==> config.mk <==
export PLATFORM = sky130hd
export DESIGN_NAME = ping_pong_monitor
export DESIGN_NICKNAME = d
export VERILOG_FILES = /design/src/rtl/ping_pong_monitor.sv
export SDC_FILE = /design/constraint.sdc
export NUM_CORES = 1
export LEC_CHECK = 0
export CAP_MARGIN = 10
export CORE_ASPECT_RATIO = 2
export CORE_UTILIZATION = 54
export CTS_CLUSTER_DIAMETER = 200
export DETAILED_ROUTE_END_ITERATION = 8
export PLACE_DENSITY = 0.94
export SYNTH_ARGS = -nofsm -noshare
export SYNTH_HDL_FRONTEND = slang
export SYNTH_SLANG_ARGS = --single-unit
==> constraint.sdc <==
create_clock -name clk -period 3.3 [get_ports clk]
set_input_delay 0.66 -clock clk [delete_from_list [all_inputs] [get_ports clk]]
set_output_delay 0.66 -clock clk [all_outputs]
set_load 0.005 [all_outputs]
==> src/rtl/ping_pong_monitor.sv <==
// Passive checker for a ping-pong counter: predicts the next (out, direction)
// from the sampled value and controls, flags mismatches and counts turnarounds.
module ping_pong_monitor #(
    parameter int WIDTH = 4,
    parameter int CNT_W = 8
) (
    input  logic             clk,
    input  logic             rst_n,
    input  logic             clr,
    input  logic             enable,
    input  logic             flip,
    input  logic [WIDTH-1:0] min,
    input  logic [WIDTH-1:0] max,
    input  logic [WIDTH-1:0] out,
    input  logic             direction,
    output logic             synced,
    output logic             err,
    output logic             err_pulse,
    output logic [CNT_W-1:0] err_cnt,
    output logic [CNT_W-1:0] turn_cnt
);

    typedef enum logic [1:0] {
        UNSYNC = 2'd0,
        TRACK  = 2'd1,
        FAULT  = 2'd2
    } state_t;

    localparam logic [WIDTH-1:0] ONE     = WIDTH'(1);
    localparam logic [CNT_W-1:0] CNT_ONE = CNT_W'(1);

    function automatic logic [CNT_W-1:0] sat_inc(input logic [CNT_W-1:0] v);
        return (&v) ? v : v + CNT_ONE;
    endfunction

    state_t           state_q, state_d;
    logic [WIDTH-1:0] exp_out_q, exp_out_d;
    logic             exp_dir_q, exp_dir_d;
    logic             prev_dir_q, prev_dir_d;
    logic             err_pulse_q, err_pulse_d;
    logic [CNT_W-1:0] err_cnt_q, err_cnt_d;
    logic [CNT_W-1:0] turn_cnt_q, turn_cnt_d;

    logic [WIDTH-1:0] pred_out;
    logic             pred_dir;
    logic             step_dir;
    logic             mismatch;

    // Value the counter should show after this edge, given what it shows now.
    always_comb begin
        pred_out = out;
        pred_dir = direction;
        step_dir = direction ^ flip;
        if (enable && (max > min)) begin
            if ((out < min) || (out > max)) begin
                pred_out = min;
                pred_dir = 1'b1;
            end else begin
                if (out == max) begin
                    step_dir = 1'b0;
                end else if (out == min) begin
                    step_dir = 1'b1;
                end
                pred_dir = step_dir;
                pred_out = step_dir ? (out + ONE) : (out - ONE);
            end
        end
    end

    assign mismatch = (out != exp_out_q) || (direction != exp_dir_q);

    always_comb begin
        state_d     = state_q;
        exp_out_d   = pred_out;
        exp_dir_d   = pred_dir;
        prev_dir_d  = direction;
        err_pulse_d = 1'b0;
        err_cnt_d   = err_cnt_q;
        turn_cnt_d  = turn_cnt_q;
        if (clr) begin
            state_d    = UNSYNC;
            err_cnt_d  = '0;
            turn_cnt_d = '0;
        end else begin
            case (state_q)
                UNSYNC: state_d = TRACK;
                default: begin
                    // Prediction is reloaded every edge, so one bad sample costs one error.
                    if (mismatch) begin
                        err_pulse_d = 1'b1;
                        err_cnt_d   = sat_inc(err_cnt_q);
                        state_d     = FAULT;
                    end
                    if (direction != prev_dir_q) begin
                        turn_cnt_d = sat_inc(turn_cnt_q);
                    end
                end
            endcase
        end
    end

    always_ff @(posedge clk or negedge rst_n) begin
        if (!rst_n) begin
            state_q     <= UNSYNC;
            exp_out_q   <= '0;
            exp_dir_q   <= 1'b0;
            prev_dir_q  <= 1'b0;
            err_pulse_q <= 1'b0;
            err_cnt_q   <= '0;
            turn_cnt_q  <= '0;
        end else begin
            state_q     <= state_d;
            exp_out_q   <= exp_out_d;
            exp_dir_q   <= exp_dir_d;
            prev_dir_q  <= prev_dir_d;
            err_pulse_q <= err_pulse_d;
            err_cnt_q   <= err_cnt_d;
            turn_cnt_q  <= turn_cnt_d;
        end
    end

    assign synced    = (state_q != UNSYNC);
    assign err       = (state_q == FAULT);
    assign err_pulse = err_pulse_q;
    assign err_cnt   = err_cnt_q;
    assign turn_cnt  = turn_cnt_q;

endmodule
==> results of run 1 <==
[metrics by stage]
stage	cell area (um2)	worst slack (ns)	std cells	power [mW]
final	2110	0.326	253	0.754
after global routing	2110	0.245	253	0.795
after CTS	2110	0.406	253	0.755
after detailed placement	2060	0.112	249	0.575
after global placement	2060	0.233	249	0.562
after floorplan	1640	0.593	180	0.474
[worst min path at each step]
stage	startpoint	end	slack (ns)	depth (start not counted)
floorplan	rst_n	err_cnt[0]	0.36	0
global placement	state_q[1]	state_q[1]	0.50	2
detailed placement	state_q[1]	state_q[1]	0.54	2
CTS	state_q[1]	state_q[1]	0.56	2
global route	state_q[1]	state_q[1]	0.57	2
finish	state_q[1]	state_q[1]	0.57	2
[synthesized netlist by cell type]
cell type	number	area share [%]
dfrtp_1	25	38
nor2_1	17	3.9
ha_1	16	12
a21oi_1	15	4.6
inv_1	13	3.0
xor2_1	11	5.9
nand3_1	10	3.1
o21ai_0	9	2.7
nand2_1	8	1.8
or3_1	6	2.3
nand4_1	5	1.9
nor3_1	5	1.5
o211ai_1	5	2.3
a31oi_1	4	1.5
xnor2_1	4	2.1
a21o_1	3	1.4
nor2b_1	3	1.1
o31ai_1	3	1.4
clkbuf_1	2	0.46
mux2i_1	2	1.2
o21a_1	2	0.92
or2_2	2	0.76
or4_1	2	0.92
a211o_1	1	0.53
a211oi_1	1	0.46
and4_1	1	0.53
buf_6	1	0.69
fa_1	1	1.2
o211a_1	1	0.61
o21ai_1	1	0.30
o221ai_1	1	0.53
[report_power, final]
| group | leakage (nW) | switching (mW) | internal, mW |
|---|---|---|---|
| clock network | 0.0228 | 0.0967 | 0.0866 |
| logic | 0.573 | 0.120 | 0.107 |
| registers | 0.330 | 0.0173 | 0.327 |
[logic make-up after synthesis]
logic type	after synthesis	share of synthesized area, %
and+or+nand+nor	59	17.8
AOI/OAI and AO/OA	46	17.2
DFF	25	38.1
adders and majority gates	17	13.4
buffers and inverters	16	4.12
xor gates and xnor gates	15	8.01
muxes	2	1.22
[layer usage]
layer / wire [um] / vias up / share of wire, % / global-route usage, %
met2: 2200 / 57 / 58 / 48.4
li1: - / 735 / - / -
met4: 155 / 0 / 4.1 / 15.0
met1: 1360 / 757 / 36 / 23.8
met5: 0 / - / 0 / 0
met3: 96 / 14 / 2.5 / 2.79
[state kept, by name (all words and copies together), names as in the netlist]
signal and cells:
err_cnt 8, turn_cnt 8, exp_out_q 4, state_q 2, err_pulse 1, exp_dir_q 1
prev_dir_q 1
[cell type report]
cell class / count / area (um2)
inverters: 13 / 48.8
multi-input cells: 139 / 947
fillers: 223 / 798
clock buffers: 4 / 45.0
well taps: 30 / 37.5
repair buffers: 42 / 405
flip-flops and latches: 25 / 626
[worst reg2reg max path, stage by stage, from the launching register on]
cell and delay, ns:
dfrtp_1 0.43, ha_1 0.26, nand3_1 0.10, nor2_1 0.04, a211o_1 0.43, or4_1 0.52, a21oi_1 0.15
==> qor.csv, run 1 <==
metric,value,unit
status,completed,
total core area,0.00291,mm2
Setup Skew,0.00151,ns
CTS tree,yes,
Tot GR Track Use,26.2,%
#FFs+latches synth,25,
Die Wd,41.0,um
post-cts sizing count,0,
Top Ports,37,
crit-path max FO,5,
Routed WL,3810,um
clk slew on worst S/H paths,0.08,ns
CP Depth,10,
GPL Wtd Cong,0.838,
syn nets,215,
"delay-heaviest family, CP",compound AO/OA/AOI/OAI gates,
"most used cell, CP",ha_1,
Post-CTS Setup Bufs,0,
DR iter-0 viols,40,
WP data arrival,3.16,ns
GRT Residual Overflow,0,
DR pass1 iterations,4,
register area share after synthesis,38.1,%
critical path class,input port to flop,
CTS Buf Count,3,
Startpoint Class,input port,
Power Density,357,mW/mm2
minimum clock period,2.97,ns
drc violations,0,
CTS sink count,25,
Max Clock Freq,336,MHz
Initial Util,56.4,%
post-DP HPWL,3020,um
Max rail drop VDD,0.298,mV
DR WL/cell,15.0,um
vias in the first global route,1441,
global-route wire length before repair,5820,um
hold_ws,0.566,ns
max-cap violations,0,
highest-delay cell along the critical path,clkdlybuf4s50_1,
share of layout cells above drive strength 1,4.93,%
"commonest non-fill, non-tap cell in the layout",clkdlybuf4s50_1,
max-slew violations,0,
"reg-to-reg slack, setup",1.29,ns
chip height,79.9,um
highest cell delay on the worst timing path,0.52,ns
setup TNS,0,ns
final setup fails,0,
root buf cell,clkbuf_8,
area of the mapped netlist,0.00164,mm2
worst reg2reg path depth,6,
"commonest cells after routing, fill and taps aside","clkdlybuf4s50_1, dfrtp_1, nor2_1",
H-Tree Depth,1,
via-per-instance ratio,6.18,
syn_area_per_cell,9.11,um2
area delta synth->final,28.6,%
Cells after Synth,180,
nets,259,
largest net degree at the start of global routing,26,
input/output buffers,36,
Final Hold Viols,0,
end of the critical path,exp_out_q[3],
relative slew slack,50.5,%
Crit path buffers/inverters,1,
Setup crit end kind,flop,
HP Class,flop to flop,
remaining antenna violation count,0,
crit path cell chain,clkdlybuf4s50_1 -> ha_1 -> nand4_1 -> o21ai_1 -> ha_1 -> a21o_1 -> a21oi_1 -> xor2_1 -> a31oi_1 -> o221ai_1,
LEAKAGE,0.926,nW
Vias,1563,
Yosys warnings,0,
die area,0.00328,mm2
Row Count,28,
cts hold-fix bufs,0,
Worst-Margin Slew,0.739,ns
initial antenna violation count,0,
Inserted Diodes,0,
Final Util,72.5,%
RSZ-0062 raised after global routing,no,
worst setup path startpoint,out[3],
Worst EP required,3.48,ns
Clock Latency Late Sink,0.27,ns
reg-to-reg startpoint,err_cnt[0],
fin crit share,90.1,%
Yosys cell types,31,
r2r endpoint,err_cnt[7],
CTS Buffer Depth,2,
Power figures use the tool's default switching activity.
==> inputs of run 2 (changes only) <==
==> constraint.sdc (replaced) <==
create_clock -name clk -period 3.5 [get_ports clk]
set_input_delay 0.7 -clock clk [delete_from_list [all_inputs] [get_ports clk]]
set_output_delay 0.7 -clock clk [all_outputs]
set_load 0.005 [all_outputs]
==> run 2 against run 1 <==
  * Hold slack got worse by 0.035 ns
  * Setup slack improved by 0.12 ns
  * Combinational power shrank 9.3%
  * Total power decreased by 6.9%
  * Clock skew about the same
  * Die area is the same
  * First-iteration DRC count decreased by 50%
  * Critical path depth rose by 1
==> qor.csv, run 2 (same netlist as run 1, synthesis figures left out) <==
metric,value,unit,change
H-Tree Depth,1,,unchanged
crit-path max FO,4,,-1
DR WL/cell,14.6,um,-2.8%
post-DP HPWL,2880,um,-4.5%
critical path class,input port to flop,,
Startpoint Class,input port,,
Row Count,28,,unchanged
Setup Skew,0.00130,ns,-0.000200 ns
WP data arrival,3.24,ns,+0.08 ns
NetSw,0.216,mW,-7.6%
area delta synth->final,27.2,%,
global-route wire length before repair,5800,um,-0.46%
total core area,0.00291,mm2,unchanged
vias in the first global route,1389,,-3.6%
Final Hold Viols,0,,unchanged
minimum clock period,3.06,ns,
internal cell power,0.486,mW,-6.6%
Max Clock Freq,327,MHz,
share of layout cells above drive strength 1,3.64,%,-1.3 points
Initial Util,56.4,%,unchanged
chip height,79.9,um,unchanged
Tot GR Track Use,25.5,%,-0.67 points
nets,256,,-1.2%
Clock Latency Late Sink,0.27,ns,about the same
Comb pwr share,29.4,%,-0.7 points
Post-CTS Setup Bufs,0,,unchanged
post-cts sizing count,0,,unchanged
final setup fails,0,,unchanged
Total Power,0.702,mW,-6.9%
remaining antenna violation count,0,,unchanged
cts hold-fix bufs,0,,unchanged
Final Util,71.8,%,-0.77 points
via-per-instance ratio,6.03,,-2.4%
GPL Wtd Cong,0.887,,+5.9%
LEAKAGE,0.911,nW,-1.6%
Die Wd,41.0,um,unchanged
input/output buffers,36,,unchanged
Vias,1507,,-3.6%
root buf cell,clkbuf_8,,
fin crit share,87.3,%,
Max rail drop VDD,0.242,mV,-19%
Routed WL,3650,um,-4.0%
Worst-Margin Slew,0.703,ns,-0.0361 ns
relative slew slack,53.1,%,+2.6 points
die area,0.00328,mm2,unchanged
RSZ-0062 raised after global routing,no,,
initial antenna violation count,0,,unchanged
CTS tree,yes,,
DR pass1 iterations,4,,unchanged
final instance area,0.00209,mm2,-1.1%
Seq pwr share,46.2,%,+0.6 points
power share of the clock group,24.4,%,about the same
Worst EP required,3.68,ns,+0.20 ns
GRT Residual Overflow,0,,unchanged
max-slew violations,0,,unchanged
Inserted Diodes,0,,unchanged
FILL cells,233,,+4.5%
switch share,30.8,%,-0.24 points
Setup crit end kind,flop,,
"commonest non-fill, non-tap cell in the layout",clkdlybuf4s50_1,,
setup TNS,0,ns,unchanged
DR iter-0 viols,20,,-50%
status,completed,,
max-cap violations,0,,unchanged
Power Density,336,mW/mm2,-5.9%
CTS sink count,25,,unchanged
clk slew on worst S/H paths,0.08,ns,about the same
HP Class,flop to flop,,
"commonest cells after routing, fill and taps aside","clkdlybuf4s50_1, dfrtp_1, nor2_1",,
Top Ports,37,,unchanged
post-placement cell area,0.00204,mm2,-1.1%
largest net degree at the start of global routing,26,,unchanged
CTS Buffer Depth,2,,unchanged
CTS Buf Count,3,,unchanged
drc violations,0,,unchanged
-- run 2: power groups by stage --
stage | sequential, mW | clock (mW) | combinational, mW
after global routing | 0.327 | 0.181 | 0.228
after global placement | 0.329 | 0 | 0.197
final | 0.324 | 0.171 | 0.206
after CTS | 0.325 | 0.172 | 0.206
after floorplan | 0.328 | 0 | 0.120
after detailed placement | 0.330 | 0 | 0.205
-- run 2: worst max-delay path, stage by stage --
cell and delay [ns]:
clkdlybuf4s50_1 0.58, inv_1 0.13, ha_1 0.28, and4_1 0.19, o21ai_1 0.19, ha_1 0.27, a21o_1 0.18, a21oi_1 0.16
xor2_1 0.10, or2_2 0.28, o221ai_1 0.18
-- run 2: final timing paths --
check / cells past startpoint / from / slack (ns) / end
min reg2reg: 2 / state_q[1] / 0.53 / state_q[1]
min: 2 / state_q[1] / 0.53 / state_q[1]
max: 11 / out[0] / 0.44 / exp_out_q[3]
max reg2reg: 6 / err_cnt[0] / 1.51 / err_cnt[7]
min in group asynchronous: 2 / rst_n / 0.79 / err_cnt[4]
max in group asynchronous: 2 / rst_n / 2.47 / exp_out_q[0]
-- run 2: through the flow --
stage / hold slack [ns] / cells / setup slack [ns]
floorplan: 0.404 / 180 / 0.753
CTS: 0.520 / 250 / 0.468
global placement: 0.499 / 246 / 0.290
detailed placement: 0.500 / 246 / 0.191
finish: 0.530 / 250 / 0.445
global route: 0.596 / 250 / 0.255
-- run 2: cell type report --
type                    instances  area (um2)  area share, %
clock buffers                   4        45.0           2.16
well taps                      30        37.5           1.80
inverters                      13        48.8           2.34
multi-input cells             139         947           45.4
repair buffers                 39         383           18.3
flip-flops and latches         25         626           30.0
-- run 2: routing by layer --
layer / routed length, um / track usage (%)
met3: 73 / 1.67
met4: 161 / 15.0
met2: 2100 / 45.8
met1: 1320 / 25.3
met5: 0 / 0
==> inputs of run 3 (changes only) <==
--- a/config.mk
+++ b/config.mk
@@ -5,11 +5,11 @@
 export SDC_FILE = /design/constraint.sdc
 export NUM_CORES = 1
 export LEC_CHECK = 0
-export CAP_MARGIN = 10
 export CORE_ASPECT_RATIO = 2
 export CORE_UTILIZATION = 54
 export CTS_CLUSTER_DIAMETER = 200
 export DETAILED_ROUTE_END_ITERATION = 8
+export GPL_ROUTABILITY_DRIVEN = 1
 export PLACE_DENSITY = 0.94
 export SYNTH_ARGS = -nofsm -noshare
 export SYNTH_HDL_FRONTEND = slang
==> results of run 3 <==
Final layout, timing and power as in run 2 (identical DEF).
